`src/rtl/evt_window_ctrl.sv`:
```
// evt_window_ctrl: time-shares one 16-bit event counter across NUM_CH sources, one gate window per channel.
// Define EVT_WINDOW_SAT_EN to make the counter saturate at MAX_COUNT-1 instead of wrapping.
module evt_window_ctrl #(
    parameter int NUM_CH      = 4,
    parameter int GATE_CYCLES = 10_000,
    parameter int MAX_COUNT   = 40_000
) (
    input  logic                      clk_in,
    input  logic                      rst_in,
    input  logic                      start_in,
    input  logic                      abort_in,
    input  logic                      cont_in,
    input  logic [NUM_CH-1:0]         evt_in,
    output logic                      busy_out,
    output logic                      result_valid_out,
    input  logic                      result_ready_in,
    output logic [$clog2(NUM_CH)-1:0] result_ch_out,
    output logic [15:0]               result_count_out,
    output logic                      result_ovf_out
);
    localparam int CW = $clog2(NUM_CH);
    localparam int TW = $clog2(GATE_CYCLES);
    localparam logic [15:0]   CNT_MAX = 16'(MAX_COUNT - 1);
    localparam logic [TW-1:0] TMR_END = TW'(GATE_CYCLES - 1);
    localparam logic [CW-1:0] CH_LAST = CW'(NUM_CH - 1);

    typedef enum logic [1:0] {IDLE, GATE, HOLD} state_e;

    state_e          state_q, state_d;
    logic [CW-1:0]   ch_q, ch_d, rch_q, rch_d;
    logic [15:0]     cnt_q, cnt_d, rcnt_q, rcnt_d, cnt_inc;
    logic [TW-1:0]   tmr_q, tmr_d;
    logic            ovf_q, ovf_d, vld_q, vld_d, rovf_q, rovf_d;
    logic            hit, at_max;

    assign hit    = evt_in[ch_q];
    assign at_max = cnt_q == CNT_MAX;
`ifdef EVT_WINDOW_SAT_EN
    assign cnt_inc = at_max ? cnt_q : cnt_q + 16'd1;
`else
    assign cnt_inc = at_max ? 16'd0 : cnt_q + 16'd1;
`endif

    always_comb begin
        state_d = state_q;
        ch_d    = ch_q;
        cnt_d   = cnt_q;
        tmr_d   = tmr_q;
        ovf_d   = ovf_q;
        vld_d   = vld_q;
        rch_d   = rch_q;
        rcnt_d  = rcnt_q;
        rovf_d  = rovf_q;
        if (abort_in) begin
            state_d = IDLE;
            vld_d   = 1'b0;
            rch_d   = '0;
            rcnt_d  = '0;
            rovf_d  = 1'b0;
        end else begin
            case (state_q)
                IDLE: if (start_in) begin
                    state_d = GATE;
                    ch_d    = '0;
                    cnt_d   = '0;
                    tmr_d   = '0;
                    ovf_d   = 1'b0;
                end
                GATE: begin
                    tmr_d = tmr_q + TW'(1);
                    cnt_d = hit ? cnt_inc : cnt_q;
                    ovf_d = ovf_q | (hit & at_max);
                    // the final gate cycle's event is already folded into cnt_d/ovf_d
                    if (tmr_q == TMR_END) begin
                        state_d = HOLD;
                        vld_d   = 1'b1;
                        rch_d   = ch_q;
                        rcnt_d  = cnt_d;
                        rovf_d  = ovf_d;
                    end
                end
                HOLD: if (vld_q && result_ready_in) begin
                    vld_d = 1'b0;
                    if (ch_q == CH_LAST && !cont_in) begin
                        state_d = IDLE;
                    end else begin
                        state_d = GATE;
                        ch_d    = ch_q == CH_LAST ? '0 : ch_q + CW'(1);
                        cnt_d   = '0;
                        tmr_d   = '0;
                        ovf_d   = 1'b0;
                    end
                end
                default: state_d = IDLE;
            endcase
        end
    end

    always_ff @(posedge clk_in or posedge rst_in) begin
        if (rst_in) begin
            state_q <= IDLE;
            ch_q    <= '0;
            cnt_q   <= '0;
            tmr_q   <= '0;
            ovf_q   <= 1'b0;
            vld_q   <= 1'b0;
            rch_q   <= '0;
            rcnt_q  <= '0;
            rovf_q  <= 1'b0;
        end else begin
            state_q <= state_d;
            ch_q    <= ch_d;
            cnt_q   <= cnt_d;
            tmr_q   <= tmr_d;
            ovf_q   <= ovf_d;
            vld_q   <= vld_d;
            rch_q   <= rch_d;
            rcnt_q  <= rcnt_d;
            rovf_q  <= rovf_d;
        end
    end

    assign busy_out         = state_q != IDLE;
    assign result_valid_out = vld_q;
    assign result_ch_out    = rch_q;
    assign result_count_out = rcnt_q;
    assign result_ovf_out   = rovf_q;
endmodule

```
`config.mk`:
```
export PLATFORM = sky130hd
export DESIGN_NAME = evt_window_ctrl
export DESIGN_NICKNAME = d
export VERILOG_FILES = /design/src/rtl/evt_window_ctrl.sv
export SDC_FILE = /design/constraint.sdc
export NUM_CORES = 1
export LEC_CHECK = 0
export CAP_MARGIN = 15
export CORE_AREA = 3 3 77 79
export DETAILED_ROUTE_END_ITERATION = 16
export DIE_AREA = 0 0 80 82
export HOLD_SLACK_MARGIN = 0.08
export PLACE_DENSITY_LB_ADDON = 0.1
export SETUP_SLACK_MARGIN = 0.2
export SLEW_MARGIN = 5
export SYNTH_ARGS = -nofsm -noshare
export SYNTH_HDL_FRONTEND = slang
export SYNTH_SLANG_ARGS = --single-unit
```
`constraint.sdc`:
```
create_clock -name clk_in -period 2.27 [get_ports clk_in]
set_clock_uncertainty 0.05 [all_clocks]
set_input_delay 0.454 -clock clk_in [delete_from_list [all_inputs] [get_ports clk_in]]
set_output_delay 0.454 -clock clk_in [all_outputs]
set_load 0.02 [all_outputs]
```
==> metrics list, run 1 <==
* Async SR Flop Fraction: 100%
* Maximum resistive drop on vdd: 0.343 mV
- Core region area: 5410 um^2
- In this run the deepest clock path goes through 2 buffers.
- Residual antenna-violating net count after detailed routing: 0
- Pins Over Slew Limit: 0
* Clock period minus final worst setup slack: 2.08 ns
* Number of buffers inserted during clock tree synthesis: 5
- The area growth from synthesis to layout is 25.1%.
- Critical path endpoint: result_count_out[2]$_DFFE_PP0P_
- Number of vias per cell after detailed routing: 5.72
- For this run, the total global-route usage over all layers was measured as 22.4%.
* Detailed placement HPWL: 4.58 mm
- Horiz. Die Dim: 80 um
- # clock sinks: 55
- Port bufs: 30
- Kind of critical path: flip-flop to flip-flop
* Crit-path max FO: 5
- For this design the static power due to leakage is 1.57 nW.
- Critical path launch point type: flip-flop
* Synthesized netlist cell count: 306
* Count of final setup violators: 0
* Wirelength per Cell: 15.7 um
* Total via count after detailed routing: 2,489
* Initial detailed-routing violation count: 158
* Endpoint of the worst register-to-register path: result_count_out[2]$_DFFE_PP0P_
- Most instantiated flip-flop cell in the synthesis netlist: sky130_fd_sc_hd__dfrtp_1
- Cells with a size suffix above 1 make up 20.4% of the layout.
- Count of flip-flops with a built-in enable after synthesis: 0
* Area of the die: 6560 um^2
- Dividing total power by cell area gives a power density of 468 nW/um^2.
- Arrival time worst endpoint: 2.23 ns
- After routing, the total negative slack on setup checks comes to 0 ns.
- R2R setup slack: 0.19 ns
- The first detailed-routing pass took 4 iterations.
- Share of the clock period used by the worst path after layout: 91.5%
- Most frequent cells in the layout: 55 x sky130_fd_sc_hd__dfrtp_1, 34 x sky130_fd_sc_hd__nand2_1, 29 x sky130_fd_sc_hd__clkdlybuf4s50_1, 28 x sky130_fd_sc_hd__buf_4, 24 x sky130_fd_sc_hd__nor2_1
- The Yosys step of the flow raised 0 warnings.
- Measured in cells, the most critical reg-to-reg path has a length of 6.
* Cell types occupying the most area after synthesis: sky130_fd_sc_hd__dfrtp_1 46%, sky130_fd_sc_hd__xnor2_1 6.2%, sky130_fd_sc_hd__nand2_1 4.3%, sky130_fd_sc_hd__o21ai_0 3.4%, sky130_fd_sc_hd__nor2_1 3.0%
- After synthesis, the largest area contributor takes up 46.1% of total cell area.
* Crit. Startpoint: tmr_q[5]$_DFFE_PP0P_
* First-pass GRT wire length: 11.6 mm
- Counting flops and latches in the post-synthesis netlist gives 55.
* Initial Utilization: 55.3%
- The routed design has 6.81 mm of wire.
* Count of boundary I/O pins: 31
- Number of core rows: 27
- Number of maximum-capacitance constraint violations: 0
- In this run the critical register-to-register path is launched from tmr_q[5]$_DFFE_PP0P_.
- The root buffer cell chosen for the clock tree is sky130_fd_sc_hd__clkbuf_8.
- Timing analysis after detailed placement gives a worst setup slack of -0.0492 ns.
- Derived from the worst setup path, the maximum achievable clock frequency is 482 MHz.
* Total global routing overflow: 0
- After clock tree synthesis, the clock-pin slew on the worst setup and hold paths is 0.10 ns.
- Maximum number of pins on one net before global-route repair: 56
- When the netlist entered floorplanning its net count stood at 319.
* Total standard cell area after synthesis: 2990 um^2
- Routability-driven placement finished with a final weighted congestion of 0.858.
- The number of global-route vias before repair was 2,393.
* PnR Total Power: 1.75 mW
- The initial antenna violation count was 0.
- Mean instance size in the synthesized netlist: 9.76 um^2
- Remaining max-slew budget at the tightest pin: 72.3%
* Setup repair after global routing missed its margin: true
- The hold violation count in the final report was 0.
- The flow ran to the end, and the final reports show no timing, DRC or antenna violations.
* Worst min-delay path class: flip-flop to flip-flop
- Ant diodes: 0
* Insertion delay to the later sink of the worst-skew pair: 0.31 ns
* Biggest area consumer among synthesized cells: sky130_fd_sc_hd__dfrtp_1
- Count of H-tree levels built during CTS: 2
- Leaving out fill and tap cells, the most frequent cell in the layout is sky130_fd_sc_hd__dfrtp_1.
* Critical hold path startpoint: result_ovf_out$_DFFE_PP0P_
- For this run, the register share of the synthesized area comes to 46.1%.
* Height of the die: 82 um
- DR DRC count: 0
- Once routing completed, OpenROAD measured the worst setup slack at 0.194 ns.
* Worst Setup End Kind: flip-flop
* Actual slew at the worst max-slew pin: 0.414 ns
- Post-layout net count: 375
- TritonCTS clock tree: built
* Cell variety after synth: 54
- Data on the critical path is required at its endpoint by 2.42 ns.
routing by layer:
| layer | track usage, % | up-vias | part of all wire, % |
|---|---|---|---|
| met5 | 0 | - | 0 |
| met1 | 31.9 | 1218 | 47 |
| met4 | 5.57 | 0 | 0.66 |
| met2 | 36.3 | 68 | 47 |
| met3 | 2.85 | 5 | 5.3 |
| li1 | - | 1198 | - |
Yosys cell counts (3+ instances only):
master	n
sky130_fd_sc_hd__dfrtp_1	55
sky130_fd_sc_hd__nand2_1	34
sky130_fd_sc_hd__nor2_1	24
sky130_fd_sc_hd__xnor2_1	21
sky130_fd_sc_hd__o21ai_0	20
sky130_fd_sc_hd__a21oi_1	10
sky130_fd_sc_hd__inv_1	10
sky130_fd_sc_hd__o21ai_2	10
sky130_fd_sc_hd__nand3_1	8
sky130_fd_sc_hd__nor3_1	7
sky130_fd_sc_hd__a22o_1	6
sky130_fd_sc_hd__and3_1	6
sky130_fd_sc_hd__clkbuf_1	6
sky130_fd_sc_hd__nand4_1	6
sky130_fd_sc_hd__nor4_1	6
sky130_fd_sc_hd__or3_1	6
sky130_fd_sc_hd__and2_1	5
sky130_fd_sc_hd__and4_1	5
sky130_fd_sc_hd__buf_2	5
sky130_fd_sc_hd__ha_1	3
sky130_fd_sc_hd__nor2b_1	3
sky130_fd_sc_hd__nor4b_1	3
sky130_fd_sc_hd__o21a_1	3
sky130_fd_sc_hd__o31ai_1	3
cells by family (layout without fill, tap and decap cells):
group                      count (synthesis)  count (layout)  share of synthesized area [%]
AOI/OAI and AO/OA                         69              70                           16.9
xor gates and xnor gates                  23              23                           6.74
adders and majority gates                  3               3                           1.26
buffers and inverters                     25              81                           4.10
DFF                                       55              55                           46.1
muxes                                      5               5                           2.18
and+or+nand+nor                          126             126                           22.8
through the flow:
stage                     instance area, um^2  util [%]  hold slack [ns]  instances
final                                    3740      69.2            0.422        435
after global routing                     3740      69.2            0.454        435
after CTS                                3630      67.1            0.427        430
after detailed placement                 3510      65.0            0.406        419
after global placement                   3510      65.0            0.401        419
after floorplan                          2990         -            0.407        306
where the power goes:
group / internal, mW / total, mW / switching, mW
clock network: 0.218 / 0.526 / 0.309
logic: 0.0922 / 0.206 / 0.114
registers: 0.998 / 1.02 / 0.0188
timing repair:
action                     in CTS  in global routing
buffers inserted                2                  3
pin swaps                       4                 10
hold buffers                    0                  0
setup endpoints to repair      30                 42
gates cloned                    1                  2
gates resized for setup         6                 15
final cells by class:
| cell class | instances | area, um^2 |
|---|---|---|
| Fill cell | 441 | 1670 |
| Timing Repair Buffer | 63 | 601 |
| Clock inverter | 1 | 5.00 |
| Inverter | 10 | 37.5 |
| Tap cell | 72 | 90.1 |
| Clock buffer | 7 | 76.3 |
| Sequential cell | 55 | 1380 |
| Multi-Input combinational cell | 227 | 1550 |
registers in the layout, summed over array words and instances, names as in the netlist:
| signal | cells |
|---|---|
| tmr_q | 14 |
| result_ovf_out | 1 |
| cnt_q | 16 |
| state_q | 2 |
| result_ch_out | 2 |
| result_valid_out | 1 |
| ch_q | 2 |
| ovf_q | 1 |
| result_count_out | 16 |
worst min-delay path by stage:
stage	end	cells after the start
after floorplan	ovf_q$_DFFE_PP0P_	2
after global placement	result_ovf_out$_DFFE_PP0P_	2
after detailed placement	result_ovf_out$_DFFE_PP0P_	2
after CTS	result_ovf_out$_DFFE_PP0P_	2
after global routing	result_count_out[9]$_DFFE_PP0P_	2
final	result_ovf_out$_DFFE_PP0P_	2
critical path, cell delays in order (launching register included):
cell                      delay, ns
sky130_fd_sc_hd__dfrtp_1       0.42
sky130_fd_sc_hd__or4_4         0.55
sky130_fd_sc_hd__nor4_4        0.25
sky130_fd_sc_hd__buf_4         0.18
sky130_fd_sc_hd__a31oi_4       0.13
sky130_fd_sc_hd__buf_8         0.16
sky130_fd_sc_hd__a22o_1        0.22
(Power assumes the default switching activity.)
==> run 2, diff against run 1 <==
Settings changed: ABC_AREA from default to 1, CORE_AREA 3 3 77 79 to 3 3 80 82, DIE_AREA 0 0 80 82 to 0 0 83 85.
==> run 2 against run 1 <==
- global-route usage is 0.70 points higher
- synthesized area is 8.2% higher
- critical path type unchanged
- first-iteration DRC count is 35% higher
- utilization is 5.3 points lower
- largest cell class unchanged
==> metrics list, run 2 <==
- The global-route usage over all layers is 23.0% (was 22.4%).
- Result of the run: finished, final reports clean (unchanged)
- Area of the die: 7060 um^2 (was 6560 um^2)
- The largest area contributor in the netlist was sky130_fd_sc_hd__dfrtp_1 (unchanged).
- Setup repair after global routing missed its margin: true (unchanged)
- # clock sinks: 55 (unchanged)
- The clock latency reported for the late side of the worst-skew pair is 0.32 ns (was 0.31 ns).
- The largest fanout on the critical path came to 7 (was 5).
- Most repeated cell in the gate-level netlist after synthesis: sky130_fd_sc_hd__nand2_1 (was sky130_fd_sc_hd__dfrtp_1)
- The per-instance average area after synthesis came to 7.33 um^2 (was 9.76 um^2).
- The via count was 3,022 (was 2,489).
- The total power consumption of the routed design was 1.90 mW (was 1.75 mW).
- Top cell type's share of synthesized area: 42.6% (was 46.1%)
- The most common library cell in the layout ignoring fill and taps is sky130_fd_sc_hd__nand2_1 (was sky130_fd_sc_hd__dfrtp_1).
- Initial Utilization: 55.6% (was 55.3%)
- The initial antenna violation count was 0 (unchanged).
* Worst min-delay path class: primary input to asynchronous set/reset pin (was flip-flop to flip-flop)
- The number of placed instances, taps included came to 540 (was 419).
* PD cells: 510 nW/um^2 (was 468 nW/um^2)
- The proportion of synthesized chip area in sequential cells was 42.6% (was 46.1%).
* Final-layout fill cell count: 547 (was 441)
* Synthesized netlist cell count: 441 (was 306)
* Pins Over Slew Limit: 0 (unchanged)
- Synthesized flop and latch total: 55 (unchanged)
* Maximum resistive drop on vdd: 0.357 mV (was 0.343 mV)
* Final std cell area, no fill: 3710 um^2 (was 3740 um^2)
- FMAX: 511 MHz (was 482 MHz)
* Critical path launch point type: flip-flop (unchanged)
* Initial detailed-routing violation count: 213 (was 158)
* Most frequent cells in the layout: 129 x sky130_fd_sc_hd__nand2_1, 60 x sky130_fd_sc_hd__nand3_1, 54 x sky130_fd_sc_hd__dfrtp_1, 48 x sky130_fd_sc_hd__nor2_1, 46 x sky130_fd_sc_hd__inv_1 (was 55 x sky130_fd_sc_hd__dfrtp_1, 34 x sky130_fd_sc_hd__nand2_1, 29 x sky130_fd_sc_hd__clkdlybuf4s50_1, 28 x sky130_fd_sc_hd__buf_4, 24 x sky130_fd_sc_hd__nor2_1)
- Post-layout net count: 489 (was 375)
- Kind of critical path: flip-flop to flip-flop (unchanged)
* Port bufs: 30 (unchanged)
- Number of buffers inserted during clock tree synthesis: 5 (unchanged)
- Met1 global-route usage: 31.2% (was 31.9%)
- The critical path capture point type was a flip-flop (unchanged).
- The clock slew at the register clock pins of the worst setup and hold paths was 0.10 ns (about the same).
- The number of max-cap violations was 0 (unchanged).
- Top cells by instance count after synthesis: 129 x sky130_fd_sc_hd__nand2_1, 60 x sky130_fd_sc_hd__nand3_1, 55 x sky130_fd_sc_hd__dfrtp_1 (was 55 x sky130_fd_sc_hd__dfrtp_1, 34 x sky130_fd_sc_hd__nand2_1, 24 x sky130_fd_sc_hd__nor2_1).
- Core region area: 5820 um^2 (was 5410 um^2)
* R2R setup slack: 0.31 ns (was 0.19 ns)
* Horiz. Die Dim: 83 um (was 80 um)
- The number of nets in the synthesized netlist came to 454 (was 319).
- Cell types occupying the most area after synthesis: sky130_fd_sc_hd__dfrtp_1 43%, sky130_fd_sc_hd__nand2_1 15%, sky130_fd_sc_hd__nand3_1 9.3%, sky130_fd_sc_hd__nor2_1 5.6%, sky130_fd_sc_hd__inv_1 5.5% (was sky130_fd_sc_hd__dfrtp_1 46%, sky130_fd_sc_hd__xnor2_1 6.2%, sky130_fd_sc_hd__nand2_1 4.3%, sky130_fd_sc_hd__o21ai_0 3.4%, sky130_fd_sc_hd__nor2_1 3.0%).
- The setup TNS after final layout came to 0 ns (unchanged).
- Share of layout cells above drive strength 1: 9.85% (was 20.4%)
* Count of H-tree levels built during CTS: 2 (unchanged)
* Arrival time worst endpoint: 2.16 ns (was 2.23 ns)
* Via count of the first global-routing pass: 2,836 (was 2,393)
* Final std cells w/o fill: 552 (was 435)
* Sequential cell area: 1380 um^2 (about the same)
- Most instantiated flip-flop cell in the synthesis netlist: sky130_fd_sc_hd__dfrtp_1 (unchanged)
- Height of the die: 85 um (was 82 um)
- First-pass GRT wire length: 13.3 mm (was 11.6 mm)
- The hold buffer count at cts is 0 (unchanged).
- The fraction of registers with async set/reset is 100% (unchanged).
- The maximum buffer depth of the clock tree is 2 (unchanged).
* Gr busiest metal: met2 (unchanged)
* Cell variety after synth: 30 (was 54)
- Share of the clock period used by the worst path after layout: 86.3% (was 91.5%)
- Number of iterations in the first detailed-routing pass: 4 (unchanged)
- The synthesized area came to 3230 um^2 (was 2990 um^2).
- The pin count of the biggest net entering global routing is 56 (unchanged).
- Routability cong.: 0.872 (was 0.858)
- The Yosys warning count was 0 (unchanged).
* Number of cells on the worst reg-to-reg path: 8 (was 6)
- The met2 global-route usage was 37.3% (was 36.3%).
- FF-to-FF Start: tmr_q[1]$_DFFE_PP0P_ (was tmr_q[5]$_DFFE_PP0P_)
* Worst setup slack after placement: 0.174 ns (was -0.0492 ns)
* Remaining max-slew budget at the tightest pin: 71.5% (was 72.3%)
* Count of final setup violators: 0 (unchanged)
- The slew at the pin closest to its max-slew limit came to 0.426 ns (was 0.414 ns).
- The endpoint required time on the critical path is 2.47 ns (was 2.42 ns).
* Wirelength per Cell: 14.0 um (was 15.7 um)
- Instance area after placement: 3590 um^2 (was 3510 um^2)
- The number of ports placed on the die boundary is 31 (unchanged).
* Overall routed net length: 7.71 mm (was 6.81 mm)
- The area of the multi-input gates was 1560 um^2 (was 1550 um^2).
- The clock root buffer is sky130_fd_sc_hd__clkbuf_8 (unchanged).
- The remaining global-route overflow is 0 (unchanged).
* Detailed placement HPWL: 5.54 mm (was 4.58 mm)
- The worst path setup slack after routing was 0.312 ns (was 0.194 ns).
* Number of core rows: 28 (was 27)
- The relative area change from synthesis to final layout came to 14.9% (was 25.1%).
- DR DRC count: 0 (unchanged)
* TritonCTS clock tree: built (unchanged)
- The hold violation count in the final report is 0 (unchanged).
- The reg-to-reg critical path endpoint was result_count_out[11]$_DFFE_PP0P_ (was result_count_out[2]$_DFFE_PP0P_).
- The number of antenna diodes was 0 (unchanged).
* Residual antenna-violating net count after detailed routing: 0 (unchanged)
* P_leak: 1.73 nW (was 1.57 nW)
- Count of flip-flops with a built-in enable after synthesis: 0 (unchanged)
* Number of vias per cell after detailed routing: 5.47 (was 5.72)
- The minimum period implied by the final worst setup slack is 1.96 ns (was 2.08 ns).
- Global routing usage on met3: 3.88% (was 2.85%)
run 2: cell types whose count changed in the layout (fill, tap and decap cells not counted), moves of 6 or more:
| cell | before | now |
|---|---|---|
| sky130_fd_sc_hd__inv_1 | 9 | 46 |
| sky130_fd_sc_hd__or3_1 | 6 | 0 |
| sky130_fd_sc_hd__nor2_1 | 24 | 48 |
| sky130_fd_sc_hd__nand4_1 | 6 | 22 |
| sky130_fd_sc_hd__nor4_1 | 6 | 0 |
| sky130_fd_sc_hd__and3_1 | 6 | 0 |
| sky130_fd_sc_hd__a21oi_1 | 10 | 4 |
| sky130_fd_sc_hd__xnor2_1 | 21 | 0 |
| sky130_fd_sc_hd__buf_4 | 28 | 9 |
| sky130_fd_sc_hd__nand3_1 | 8 | 60 |
| sky130_fd_sc_hd__nand2_1 | 34 | 129 |
run 2: cell type report:
class	count	share of cell area (%)
Clock buffer	5	1.85
Clock inverter	3	0.606
Inverter	53	5.42
Multi-Input combinational cell	321	42.1
Sequential cell	55	37.1
Tap cell	75	2.53
Timing Repair Buffer	40	10.4
run 2: metal layers:
metal	vias up	share of wire, %
met5	-	0
met4	0	2.2
met3	15	4.5
met2	74	47
met1	1424	46
li1	1509	-
run 2: what timing repair did:
action	CTS	global route
setup buffers	0	4
endpoints found under the setup margin	1	9
hold endpoints to repair	0	0
pin swaps	0	1
cloned	0	0
gates resized for setup	2	0
run 2: kinds of logic after synthesis:
kind of cell / after synthesis / share of synthesized area, %
adder cells (fa/ha/maj): 3 / 1.16
AO/OA/AOI/OAI: 45 / 8.98
buffers and inverters: 65 / 9.06
AND/OR/NAND/NOR: 273 / 38.2
flip-flops: 55 / 42.6
run 2: power breakdown:
part / switching (mW) / internal, mW / total [mW]
clock: 0.348 / 0.222 / 0.571
sequential: 0.0458 / 1.01 / 1.06
combinational: 0.181 / 0.0854 / 0.267
run 2: worst max path at each step:
stage	to	depth (start not counted)	slack [ns]	start
after floorplan	ch_q[0]$_DFFE_PP0P_	1	0.42	rst_in
after global placement	tmr_q[6]$_DFFE_PP0P_	7	0.26	result_ready_in
after detailed placement	tmr_q[6]$_DFFE_PP0P_	7	0.17	result_ready_in
after CTS	result_count_out[9]$_DFFE_PP0P_	7	0.31	tmr_q[1]$_DFFE_PP0P_
after global routing	result_count_out[11]$_DFFE_PP0P_	8	0.17	tmr_q[1]$_DFFE_PP0P_
final	result_count_out[11]$_DFFE_PP0P_	8	0.31	tmr_q[1]$_DFFE_PP0P_
run 2: stage by stage:
| stage | hold slack [ns] | utilization, % |
|---|---|---|
| 2_1_floorplan | 0.422 | - |
| 3_3_place_gp | 0.438 | 61.8 |
| 3_5_place_dp | 0.442 | 61.8 |
| 4_1_cts | 0.468 | 63.3 |
| 5_1_grt | 0.483 | 63.9 |
| 6_report | 0.446 | 63.9 |
run 2: critical path, cell delays in order (launching register included):
cell and delay (ns):
sky130_fd_sc_hd__dfrtp_1 0.43, sky130_fd_sc_hd__ha_1 0.28, sky130_fd_sc_hd__nand3_1 0.19, sky130_fd_sc_hd__nor2_1 0.16
sky130_fd_sc_hd__nand2_1 0.13, sky130_fd_sc_hd__nor2_4 0.23, sky130_fd_sc_hd__buf_4 0.18, sky130_fd_sc_hd__nand4_1 0.16
sky130_fd_sc_hd__nand2_1 0.10
